## config.mk

```make
export PLATFORM = sky130hd
export DESIGN_NAME = seq_multiplier_flat
export DESIGN_NICKNAME = d
export VERILOG_FILES = /design/src/rtl/risc_pkg.sv /design/src/rtl/seq_multiplier_if.sv /design/src/rtl/seq_multiplier.sv /design/src/flat_wrapper.sv
export SDC_FILE = /design/constraint.sdc
export NUM_CORES = 1
export LEC_CHECK = 0
export CAP_MARGIN = 20
export CORE_MARGIN = 10
export CORE_UTILIZATION = 32
export CTS_CLUSTER_DIAMETER = 50
export DETAILED_ROUTE_END_ITERATION = 10
export GPL_TIMING_DRIVEN = 0
export PLACE_DENSITY_LB_ADDON = 0.08
export SKIP_LAST_GASP = 1
export SYNTH_ARGS = -nofsm -noshare
export SYNTH_HDL_FRONTEND = slang
export SYNTH_SLANG_ARGS = --single-unit
```

## constraint.sdc

```tcl
create_clock -name clk -period 5.9 [get_ports clk]
set_input_delay 0.885 -clock clk [delete_from_list [all_inputs] [get_ports clk]]
set_output_delay 0.885 -clock clk [all_outputs]
set_load 0.02 [all_outputs]
```

## src/rtl/risc_pkg.sv

```systemverilog
// Shared KGP-RISC definitions used by the execute-stage multiplier and control unit.
// The product-write codes steer the multiplier's high/low words into the dedicated product registers.
package risc_pkg;

  localparam int WORD_W = 32;

  typedef enum logic [1:0] {
    IDLE = 2'd0,
    CALC = 2'd1,
    FIX  = 2'd2
  } mul_state_t;

  localparam int ALU_CTRL_W = 5;
  localparam logic [ALU_CTRL_W-1:0] ALU_WR_PROD_HI = 5'b11000;
  localparam logic [ALU_CTRL_W-1:0] ALU_WR_PROD_LO = 5'b11001;

endpackage

```

## src/rtl/seq_multiplier_if.sv

```systemverilog
// Request/response bundle between the control path and the sequential multiplier.
interface seq_multiplier_if #(
  parameter int WIDTH = 32
);

  logic             start;
  logic             is_signed;
  logic [WIDTH-1:0] op_a;
  logic [WIDTH-1:0] op_b;
  logic             busy;
  logic             done;
  logic [WIDTH-1:0] prod_hi;
  logic [WIDTH-1:0] prod_lo;

  modport master (
    output start, is_signed, op_a, op_b,
    input  busy, done, prod_hi, prod_lo
  );

  modport slave (
    input  start, is_signed, op_a, op_b,
    output busy, done, prod_hi, prod_lo
  );

endinterface

```

## src/rtl/seq_multiplier.sv

```systemverilog
// Radix-2 shift-add multiplier on operand magnitudes with a final sign-fix step.
// Takes WIDTH+2 edges from accepted start to the done pulse.
module seq_multiplier
  import risc_pkg::*;
#(
  parameter int WIDTH = WORD_W,
  parameter int CNT_W = 6
) (
  input logic clk,
  input logic rst,
  seq_multiplier_if.slave bus
);

  localparam logic [CNT_W-1:0] LAST = CNT_W'(WIDTH - 1);

  mul_state_t state;
  mul_state_t state_next;

  logic [WIDTH-1:0]   mcand;
  logic [WIDTH-1:0]   mplier;
  logic [2*WIDTH-1:0] acc;
  logic [CNT_W-1:0]   count;
  logic               sign;
  logic [WIDTH-1:0]   prod_hi_q;
  logic [WIDTH-1:0]   prod_lo_q;
  logic               done_q;
  logic [WIDTH:0]     sum;
  logic [2*WIDTH-1:0] acc_neg;

  function automatic logic [WIDTH-1:0] abs_val(input logic [WIDTH-1:0] v);
    return v[WIDTH-1] ? (~v + WIDTH'(1)) : v;
  endfunction

  always_ff @(posedge clk) begin
    if (rst) state <= IDLE;
    else     state <= state_next;
  end

  always_comb begin
    state_next = state;
    case (state)
      IDLE:    if (bus.start) state_next = CALC;
      CALC:    if (count == LAST) state_next = FIX;
      FIX:     state_next = IDLE;
      default: state_next = IDLE;
    endcase
  end

  always_comb begin
    bus.busy = 1'b0;
    case (state)
      CALC, FIX: bus.busy = 1'b1;
      default:   bus.busy = 1'b0;
    endcase
  end

  // The carry bit of the upper-half add becomes the MSB after the right shift.
  assign sum     = {1'b0, acc[2*WIDTH-1:WIDTH]} + (mplier[0] ? {1'b0, mcand} : '0);
  assign acc_neg = ~acc + (2*WIDTH)'(1);

  always_ff @(posedge clk) begin
    if (rst) begin
      mcand     <= '0;
      mplier    <= '0;
      acc       <= '0;
      count     <= '0;
      sign      <= 1'b0;
      prod_hi_q <= '0;
      prod_lo_q <= '0;
      done_q    <= 1'b0;
    end else begin
      done_q <= 1'b0;
      case (state)
        IDLE: begin
          if (bus.start) begin
            mcand  <= bus.is_signed ? abs_val(bus.op_a) : bus.op_a;
            mplier <= bus.is_signed ? abs_val(bus.op_b) : bus.op_b;
            sign   <= bus.is_signed & (bus.op_a[WIDTH-1] ^ bus.op_b[WIDTH-1]);
            acc    <= '0;
            count  <= '0;
          end
        end
        CALC: begin
          acc    <= {sum, acc[WIDTH-1:1]};
          mplier <= mplier >> 1;
          count  <= count + CNT_W'(1);
        end
        FIX: begin
          {prod_hi_q, prod_lo_q} <= sign ? acc_neg : acc;
          done_q                 <= 1'b1;
        end
        default: ;
      endcase
    end
  end

  assign bus.done    = done_q;
  assign bus.prod_hi = prod_hi_q;
  assign bus.prod_lo = prod_lo_q;

endmodule
```

## src/flat_wrapper.sv

```systemverilog
// flat-port wrapper written by rule: the top's interface ports become plain ports
module seq_multiplier_flat import risc_pkg::*;
#(
  parameter int WIDTH = WORD_W,
  parameter int CNT_W = 6
)
  (clk, rst, bus_start, bus_is_signed, bus_op_a, bus_op_b, bus_busy, bus_done, bus_prod_hi, bus_prod_lo);
  seq_multiplier_if #(.WIDTH(WIDTH)) bus_i ();
  input logic clk;
  input logic rst;
  input wire logic [$bits(bus_i.start)-1:0] bus_start;
  input wire logic [$bits(bus_i.is_signed)-1:0] bus_is_signed;
  input wire logic [$bits(bus_i.op_a)-1:0] bus_op_a;
  input wire logic [$bits(bus_i.op_b)-1:0] bus_op_b;
  output wire logic [$bits(bus_i.busy)-1:0] bus_busy;
  output wire logic [$bits(bus_i.done)-1:0] bus_done;
  output wire logic [$bits(bus_i.prod_hi)-1:0] bus_prod_hi;
  output wire logic [$bits(bus_i.prod_lo)-1:0] bus_prod_lo;
  assign bus_i.start = bus_start;
  assign bus_i.is_signed = bus_is_signed;
  assign bus_i.op_a = bus_op_a;
  assign bus_i.op_b = bus_op_b;
  assign bus_busy = bus_i.busy;
  assign bus_done = bus_i.done;
  assign bus_prod_hi = bus_i.prod_hi;
  assign bus_prod_lo = bus_i.prod_lo;
  seq_multiplier #(.WIDTH(WIDTH), .CNT_W(CNT_W)) u_core (.clk(clk), .rst(rst), .bus(bus_i));
endmodule
```

# Yosys cells after proc, flatten, opt, wreduce, memory -nomap -nowiden
# Cells that the tools add are included.
op_classes:
  addsub: 5
  eq_ne: 5
  mux: 17
  bitwise: 5
  reduce_logical: 6
ops:
  columns: ["operator", "count"]
  rows:
  - ["$mux W32", 6]
  - ["$mux W64", 2]
  - ["$pmux W64 S2", 1]
  - ["$add A32 B1 Y32 const B", 2]
  - ["$add A64 B1 Y64 const B", 1]
  - ["$not A32 Y32", 2]
  - ["$not A64 Y64", 1]
  - ["$pmux W32 S2", 1]
  - ["$add A32 B33 Y33", 1]
  - ["$pmux W6 S2", 1]
  - ["$add A6 B1 Y6 const B", 1]
  - ["$eq A6 B5 Y1 const B", 1]
  - ["$mux W6", 1]
  - ["$reduce_and A2 Y1", 3]
  - ["$mux W2", 2]
  - ["$pmux W2 S2", 1]
  - ["$eq A2 B1 Y1 const B", 1]
  - ["$eq A2 B2 Y1 const B", 1]
  - ["$logic_not A2 Y1", 1]
  - ["$mux W1", 2]
  - ["$ne A2 B1 Y1 const B", 1]
  - ["$ne A2 B2 Y1 const B", 1]
  - ["$reduce_bool A2 Y1", 1]
  - ["$reduce_or A2 Y1", 1]
  - ["2 further kinds", 2]
totals:
  regBits: 202
  out_inout_bits: 66

# Longest topological paths before layout
# Gate-level depths: netlist (run 1).
logic_depth:
  word_depth: 6
  depth_mapped: 15
  ltp_nobuf: 14

# Worst setup path after synthesis (run 1)
# Ideal clock, no wire load.
synth_timing:
  path_type: "reg-to-reg"
  start: "reg u_core.mplier[0]"
  end: "reg u_core.acc[60]"
  setup_ns: 0.117
  t_arrival_ns: 3.128
  required_time_ns: 5.783
  path_slack_ns: 2.656
  stages_incl_launch_ff: 15
  path_buffers: 1
  period_less_slack_ns: 3.244
  path_cell_list: "dfxtp_1 -> clkbuf_1 -> nand2_1 -> inv_1 -> ha_1 -> a211oi_1 -> nor2_1 -> o41ai_1 -> o21ai_0 -> a2111o_1 -> and3_1 -> o31a_1 -> a211oi_1 -> xnor2_1 -> a22o_1"
synth_via:
  elab_chain_len: 3
synth_lines:
  columns: ["element", "line_no", "text"]
  rows:
  - ["start, declared", "seq_multiplier.sv:20", "logic [WIDTH-1:0] mplier;"]
  - ["start signal, assigned", "seq_multiplier.sv:77", "mplier <= bus.is_signed ? abs_val(bus.op_b) : bus.op_b;"]
  - ["start signal, assigned", "seq_multiplier.sv:85", "mplier <= mplier >> 1;"]
  - ["$mux W32", "seq_multiplier.sv:58", "assign sum = {1'b0, acc[2*WIDTH-1:WIDTH]} + (mplier[0] ? {1'b0, mcand} : '0);"]
  - ["$add A32 B33 Y33", "seq_multiplier.sv:58", null]
  - ["$pmux W64 S2", "seq_multiplier.sv:73", "case (state)"]
  - ["end signal, assigned", "seq_multiplier.sv:84", "acc <= {sum, acc[WIDTH-1:1]};"]
  - ["end, declared", "seq_multiplier.sv:21", "logic [2*WIDTH-1:0] acc;"]
# No other way between the ends.
# A chain may end at the register's enable or synchronous reset.

# Final worst setup path (run 1)
layout_timing:
  start: "reg u_core.mplier[0]"
  end: "reg u_core.acc[63]"
# Same word-level chain as after synthesis.

==> impl_results.md, run 1 <==
- Ant diodes: 0
- Post-DRT Antenna Nets: 0
- Rel. slew slack: 35.6%
- Skew final: 0.0251 ns
- WL final: 36600 um
- Combinational family with the most area after synthesis: compound AO/OA/AOI/OAI gates
- Via Count: 10.6k
- Chip Height: 209 um
- EDFF count, synth: 0
- All-layer global routing usage: 16.2%
- Min Tclk post-route: 4.17 ns
- LEAKAGE: 5.34 nW
- Reg clk slew, reported paths: 0.06 ns
- GRT overflow: 0
- Required @ worst endpoint: 6.33 ns
- Final Core Density: 40.3%
- Area Growth Syn to Fin: 25.2%
- Mux cell area share after synthesis: 0.264%
- Die Area: 0.0435 mm2
- Simple-gate share of the synthesized area: 20.1%
- WP buf/inv: 2
- CP delay by family, top: compound AO/OA/AOI/OAI gates
- Initial Util: 32.2%
- Drt wl/cell: 17.8 um
- Worst VDD drop: 0.204 mV
- Startpoint types: register
- Clock Tree Buf Depth: 3
- WP data arrival: 4.60 ns
- Worst-margin pin slew: 0.957 ns
- Die X-Extent: 209 um
- CTS tree: done
- DRT iter0 DRCs: 720
- Post-CTS Setup Inserts: 0
- Cell mode on critical path: a21oi_1
- Core area: 0.0353 mm2
- Tot Pwr: 3.61 mW
- Fillcell total: 3683
- Initial antenna violation count: 0
- Syn Nets: 1518
- Yosys reg bits: 202
- Crit-path cells: clkbuf_1, and2_1, ha_1, inv_1, fa_1, nor2b_1, o21a_1, o21ai_0, a21oi_1, a2111oi_1, o31a_1, a21oi_1, a211oi_1, o21bai_1, o2bb2ai_1
- Post-DP HPWL: 28600 um
- Element type at the critical path end: register
- Synthesis Warnings: 0
- # rows: 69
- Compound-gate portion of the synthesized area: 24.6%
- Layout cell share with drive strength beyond 1: 4.08%
- IO Pins: 134
- Main synth FF type: dfxtp_1
- Largest net degree at the start of global routing: 16
- Fraction of the mapped netlist area in adder cells: 4.46%
- Synth Area per Inst: 8.07 um2
- Asr flop ratio synth: 0%
- Pwr Density: 253 mW/mm2
- Nets: 1680
- CTS Sinks: 202
- Critical Path Slowest Stage Cell: a2111oi_1
- Most common cell after layout, fill and taps aside: nor2_1
- Distinct cells, synth: 63
- Seq/Total Area, Yosys: 35.5%
- Final TNS setup: 0 ns
- PortBufs: 132
- HP Class: reg -> reg
- Number of remaining DRC errors: 0
- Crit Path Max Fanout: 10
- Final RePlAce weighted congestion: 0.851
- Vias/cell: 5.16
- Most frequent cells in the layout: 207 x nor2_1, 202 x dfxtp_1, 132 x clkdlybuf4s50_1
- Final setup viols: 0
- Fin. max-slew vios: 0
- Part of the cycle the worst path needs: 70.7%
- Fmax: 240 MHz
- RSZ-0062 raised after global routing: false
- Max Cap Violations: 0
- Clock Latency Late Sink: 0.57 ns
- CP peak stage delay: 0.80 ns
- Post-synthesis xor/xnor area fraction: 11.2%
- Vias in the first global route: 10.5k
- Setup CP Type: reg -> reg
- Final hold violations: 0
- Post-CTS resize count: 0
- Root buffer cell: clkbuf_16
- Htree depth: 1
- Mapped Cells: 1410
- First-pass DRT Iterations: 5
- Status: finished, final reports clean
- Area of the mapped netlist: 0.0114 mm2
- Hold_buf cts: 0
- First-pass GRT wire length: 58600 um
- CTS Buf Count: 28
==> worst min-delay path, delay by kind of cell (launching register included) <==
kind / cells / cell delay (ns)
AND/OR/NAND/NOR: 1 / 0.05
flip-flops: 1 / 0.31
AO/OA/AOI/OAI: 1 / 0.05
==> metrics by stage <==
step / setup slack, ns / instances / area, um2 / hold slack [ns]
5_1_grt: 1.51 / 2054 / 14200 / 0.474
3_3_place_gp: 1.70 / 2003 / 13300 / 0.436
4_1_cts: 1.69 / 2054 / 14200 / 0.453
3_5_place_dp: 1.73 / 2003 / 13300 / 0.444
6_report: 1.73 / 2054 / 14200 / 0.452
2_1_floorplan: 2.66 / 1410 / 11400 / 0.428
==> cells in the mapped netlist (all sizes together), types with 4 or more instances <==
cell	n	area [um2]
buf	4	30.0
o21ai	75	375
xnor2	52	455
a211oi	89	668
a22oi	46	345
nand4	7	43.8
o31ai	30	225
a21oi	76	380
dfxtp	202	4040
a311oi	6	52.6
inv	24	90.1
a221oi	9	78.8
or3	22	150
a21o	16	120
o41ai	14	130
nor2b	7	43.8
or4	11	91.3
nor2	208	788
a31oi	12	75.1
nand2	126	473
a22o	15	131
clkbuf	85	319
o21bai	4	30.0
and2	37	231
nor4	11	68.8
nand3	21	110
nor3	14	75.1
ha	39	488
xor2	94	823
and3	7	43.8
nand2b	6	37.5
==> cell families (layout without fill, tap and decap cells) <==
kind of cell	count (synthesis)	count (layout)
buf+inv	113	296
fa+ha+maj	40	40
compound gates	413	413
xor+xnor	146	146
flops	202	202
mux	3	3
simple gates	493	493
==> where the power goes <==
group	internal [mW]	switching, mW
logic	0.161	0.276
registers	1.41	0.0280
clock network	1.06	0.677
==> cell type report <==
type	count	area, um2	share of cell area (%)
Buffer	89	349	2.45
Clock inverter	16	210	1.48
Timing Repair Buffer	132	1320	9.27
Clock buffer	35	757	5.31
Inverter	24	90.1	0.632
Multi-Input combinational cell	1095	6900	48.4
Sequential cell	202	4040	28.4
Tap cell	461	577	4.05
==> sequential cells by signal, summed over array words and instances (netlist names) <==
name,flops
u_core.bus.done,1
u_core.mplier,32
u_core.bus.prod_lo,32
u_core.acc,64
u_core.sign,1
u_core.count,6
u_core.mcand,32
u_core.state,2
u_core.bus.prod_hi,32
==> layer usage <==
layer  GRT usage, %  up-vias  wire, um
met4           3.23        0       455
met3           2.27       33      1480
met2           26.0      198     16300
li1               -     5405         -
met1           22.7     4965     18400
met5              0        -         0
==> final timing paths <==
check,startpoint,depth (start not counted),slack (ns),to
min reg2reg,u_core.mplier[2]$_SDFFE_PP0P_,2,0.45,u_core.mplier[2]$_SDFFE_PP0P_
min,u_core.mplier[2]$_SDFFE_PP0P_,2,0.45,u_core.mplier[2]$_SDFFE_PP0P_
max reg2reg,u_core.mplier[0]$_SDFFE_PP0P_,15,1.73,u_core.acc[63]$_SDFFE_PP0P_
max,u_core.mplier[0]$_SDFFE_PP0P_,15,1.73,u_core.acc[63]$_SDFFE_PP0P_
(Power assumes the default switching activity.)
==> run 2: changes to the inputs <==
==> constraint.sdc (replaced) <==
create_clock -name clk -period 4.2 [get_ports clk]
set_input_delay 0.63 -clock clk [delete_from_list [all_inputs] [get_ports clk]]
set_output_delay 0.63 -clock clk [all_outputs]
set_load 0.02 [all_outputs]
==> impl_results.md, run 2 (synthesis results as in run 1) <==
- Drt wl/cell: 17.8 um (-0.14%)
- Number of remaining DRC errors: 0 (unchanged)
- Reg clk slew, reported paths: 0.06 ns (about the same)
- Status: finished, final reports clean
- Post-CTS Setup Inserts: 0 (unchanged)
- Clock Latency Late Sink: 0.56 ns (about the same)
- Die Area: 0.0435 mm2 (unchanged)
- Final hold violations: 0 (unchanged)
- WP buf/inv: 2 (unchanged)
- Element type at the critical path end: register
- Final TNS setup: 0 ns (unchanged)
- Rel. slew slack: 34.4% (-1.3 points)
- Skew final: 0.0245 ns (-0.000588 ns)
- Max reg flops: 64 (unchanged)
- Critical Path Slowest Stage Cell: a2111oi_2
- First-pass GRT wire length: 58600 um (about the same)
- PortBufs: 132 (unchanged)
- All-layer global routing usage: 16.2% (about the same)
- Nets: 1680 (unchanged)
- # rows: 69 (unchanged)
- Final RePlAce weighted congestion: 0.851 (unchanged)
- Ant diodes: 0 (unchanged)
- WP data arrival: 4.32 ns (-0.28 ns)
- HP Class: reg -> reg
- LEAKAGE: 5.35 nW (about the same)
- Required @ worst endpoint: 4.63 ns (-1.70 ns)
- Hold path depth: 2 (unchanged)
- Worst Reg-to-Reg Cells: 15 (unchanged)
- Setup CP Type: reg -> reg
- Fin. max-slew vios: 0 (unchanged)
- Final setup viols: 0 (unchanged)
- Worst-margin pin slew: 0.976 ns (+0.0188 ns)
- Area Growth Syn to Fin: 25.2% (about the same)
- Root buffer cell: clkbuf_16
- Part of the cycle the worst path needs: 92.7% (+22 points)
- Chip Height: 209 um (unchanged)
- Worst VDD drop: 0.285 mV (+40%)
- Crit Path Max Fanout: 10 (unchanged)
- WL final: 36600 um (-0.14%)
- Via Count: 10.6k (+0.29%)
- CP delay by family, top: compound AO/OA/AOI/OAI gates
- Top reg by flops: u_core.acc
- CTS Buf Count: 28 (unchanged)
- Vias/cell: 5.18 (+0.29%)
- Layout cell share with drive strength beyond 1: 4.21% (+0.13 points)
- Startpoint types: register
- Crit-path cells: clkbuf_2, and2_1, ha_1, inv_1, fa_1, nor2b_1, o21a_1, o21ai_0, a21oi_1, a2111oi_2, o31a_1, a21oi_1, a211oi_1, o21bai_1, o2bb2ai_1
- CP peak stage delay: 0.58 ns (-0.22 ns)
- Min Tclk post-route: 3.89 ns (-0.278 ns)
- Cell mode on critical path: a21oi_1
- GRT overflow: 0 (unchanged)
- Largest net degree at the start of global routing: 16 (unchanged)
- CTS Sinks: 202 (unchanged)
- Post-DP HPWL: 28600 um (unchanged)
- Critical Path Stages: 15 (unchanged)
- IO Pins: 134 (unchanged)
- Most common cell after layout, fill and taps aside: nor2_1
- Core area: 0.0353 mm2 (unchanged)
- CTS tree: done
- Clock Tree Buf Depth: 3 (unchanged)
- Hold_buf cts: 0 (unchanged)
- First-pass DRT Iterations: 6 (+1)
- Most frequent cells in the layout: 207 x nor2_1, 202 x dfxtp_1, 132 x clkdlybuf4s50_1
- Worst hold slack: 0.452 ns (+0.000371 ns)
- Pwr Density: 355 mW/mm2 (+40%)
- Post-DRT Antenna Nets: 0 (unchanged)
- RSZ-0062 raised after global routing: false
- Initial Util: 32.2% (unchanged)
- Htree depth: 1 (unchanged)
- Max Cap Violations: 0 (unchanged)
- Initial antenna violation count: 0 (unchanged)
- Die X-Extent: 209 um (unchanged)
- Vias in the first global route: 10.5k (-0.0095%)
- DRT iter0 DRCs: 732 (+1.7%)
- Fmax: 257 MHz (+7.1%)
run 2: changes by cell type in the layout (fill, tap and decap cells not counted):
| cell | change |
|---|---|
| o21ai_1 | +1 |
| clkbuf_2 | +1 |
| clkbuf_1 | -1 |
| a2111oi_2 | +1 |
| a2111oi_1 | -1 |
| o21ai_0 | -1 |
run 2: tightest hold or removal path, stage by stage (launching register included):
cell and delay (ns):
dfxtp_1 0.31, nand2_1 0.05, a21oi_1 0.05
run 2: routing by layer:
metal | routed length [um] | vias up | track usage (%)
li1 | - | 5404 | -
met1 | 18200 | 4976 | 22.7
met3 | 1640 | 37 | 2.27
met2 | 16200 | 215 | 26.0
met5 | 0 | - | 0
met4 | 506 | 0 | 3.23
run 2: through the flow:
stage | instances | power [mW] | cell area [um2] | utilization, % | worst slack, ns
global route | 2054 | 5.28 | 14300 | 40.4 | 0.0441
CTS | 2054 | 5.13 | 14300 | 40.4 | 0.101
floorplan | 1410 | 2.42 | 11400 | - | 0.956
global placement | 2003 | 2.67 | 13300 | 37.6 | 0.00252
detailed placement | 2003 | 2.68 | 13300 | 37.6 | 0.0282
finish | 2054 | 5.07 | 14300 | 40.4 | 0.307
run 2: final timing paths:
path                                  from                             to  slack, ns
max          u_core.mplier[0]$_SDFFE_PP0P_    u_core.acc[63]$_SDFFE_PP0P_       0.31
min          u_core.mplier[2]$_SDFFE_PP0P_  u_core.mplier[2]$_SDFFE_PP0P_       0.45
max reg2reg  u_core.mplier[0]$_SDFFE_PP0P_    u_core.acc[63]$_SDFFE_PP0P_       0.31
min reg2reg  u_core.mplier[2]$_SDFFE_PP0P_  u_core.mplier[2]$_SDFFE_PP0P_       0.45
run 2: final cells by class:
type	count	area, um2
Fill cell	3685	21100
Buffer	89	350
Tap cell	461	577
Clock inverter	16	210
Multi-Input combinational cell	1095	6900
Inverter	24	90.1
Clock buffer	35	757
Timing Repair Buffer	132	1320
Sequential cell	202	4040
run 2: report_power, final:
| group | switching, mW | internal, mW |
|---|---|---|
| Combinational | 0.388 | 0.226 |
| Clock | 0.948 | 1.48 |
| Sequential | 0.0392 | 1.98 |
run 2: what timing repair did:
action,CTS,global route
gates resized for setup,2,2
pin swaps,0,0
cloned,0,0
setup endpoints to repair,2,3
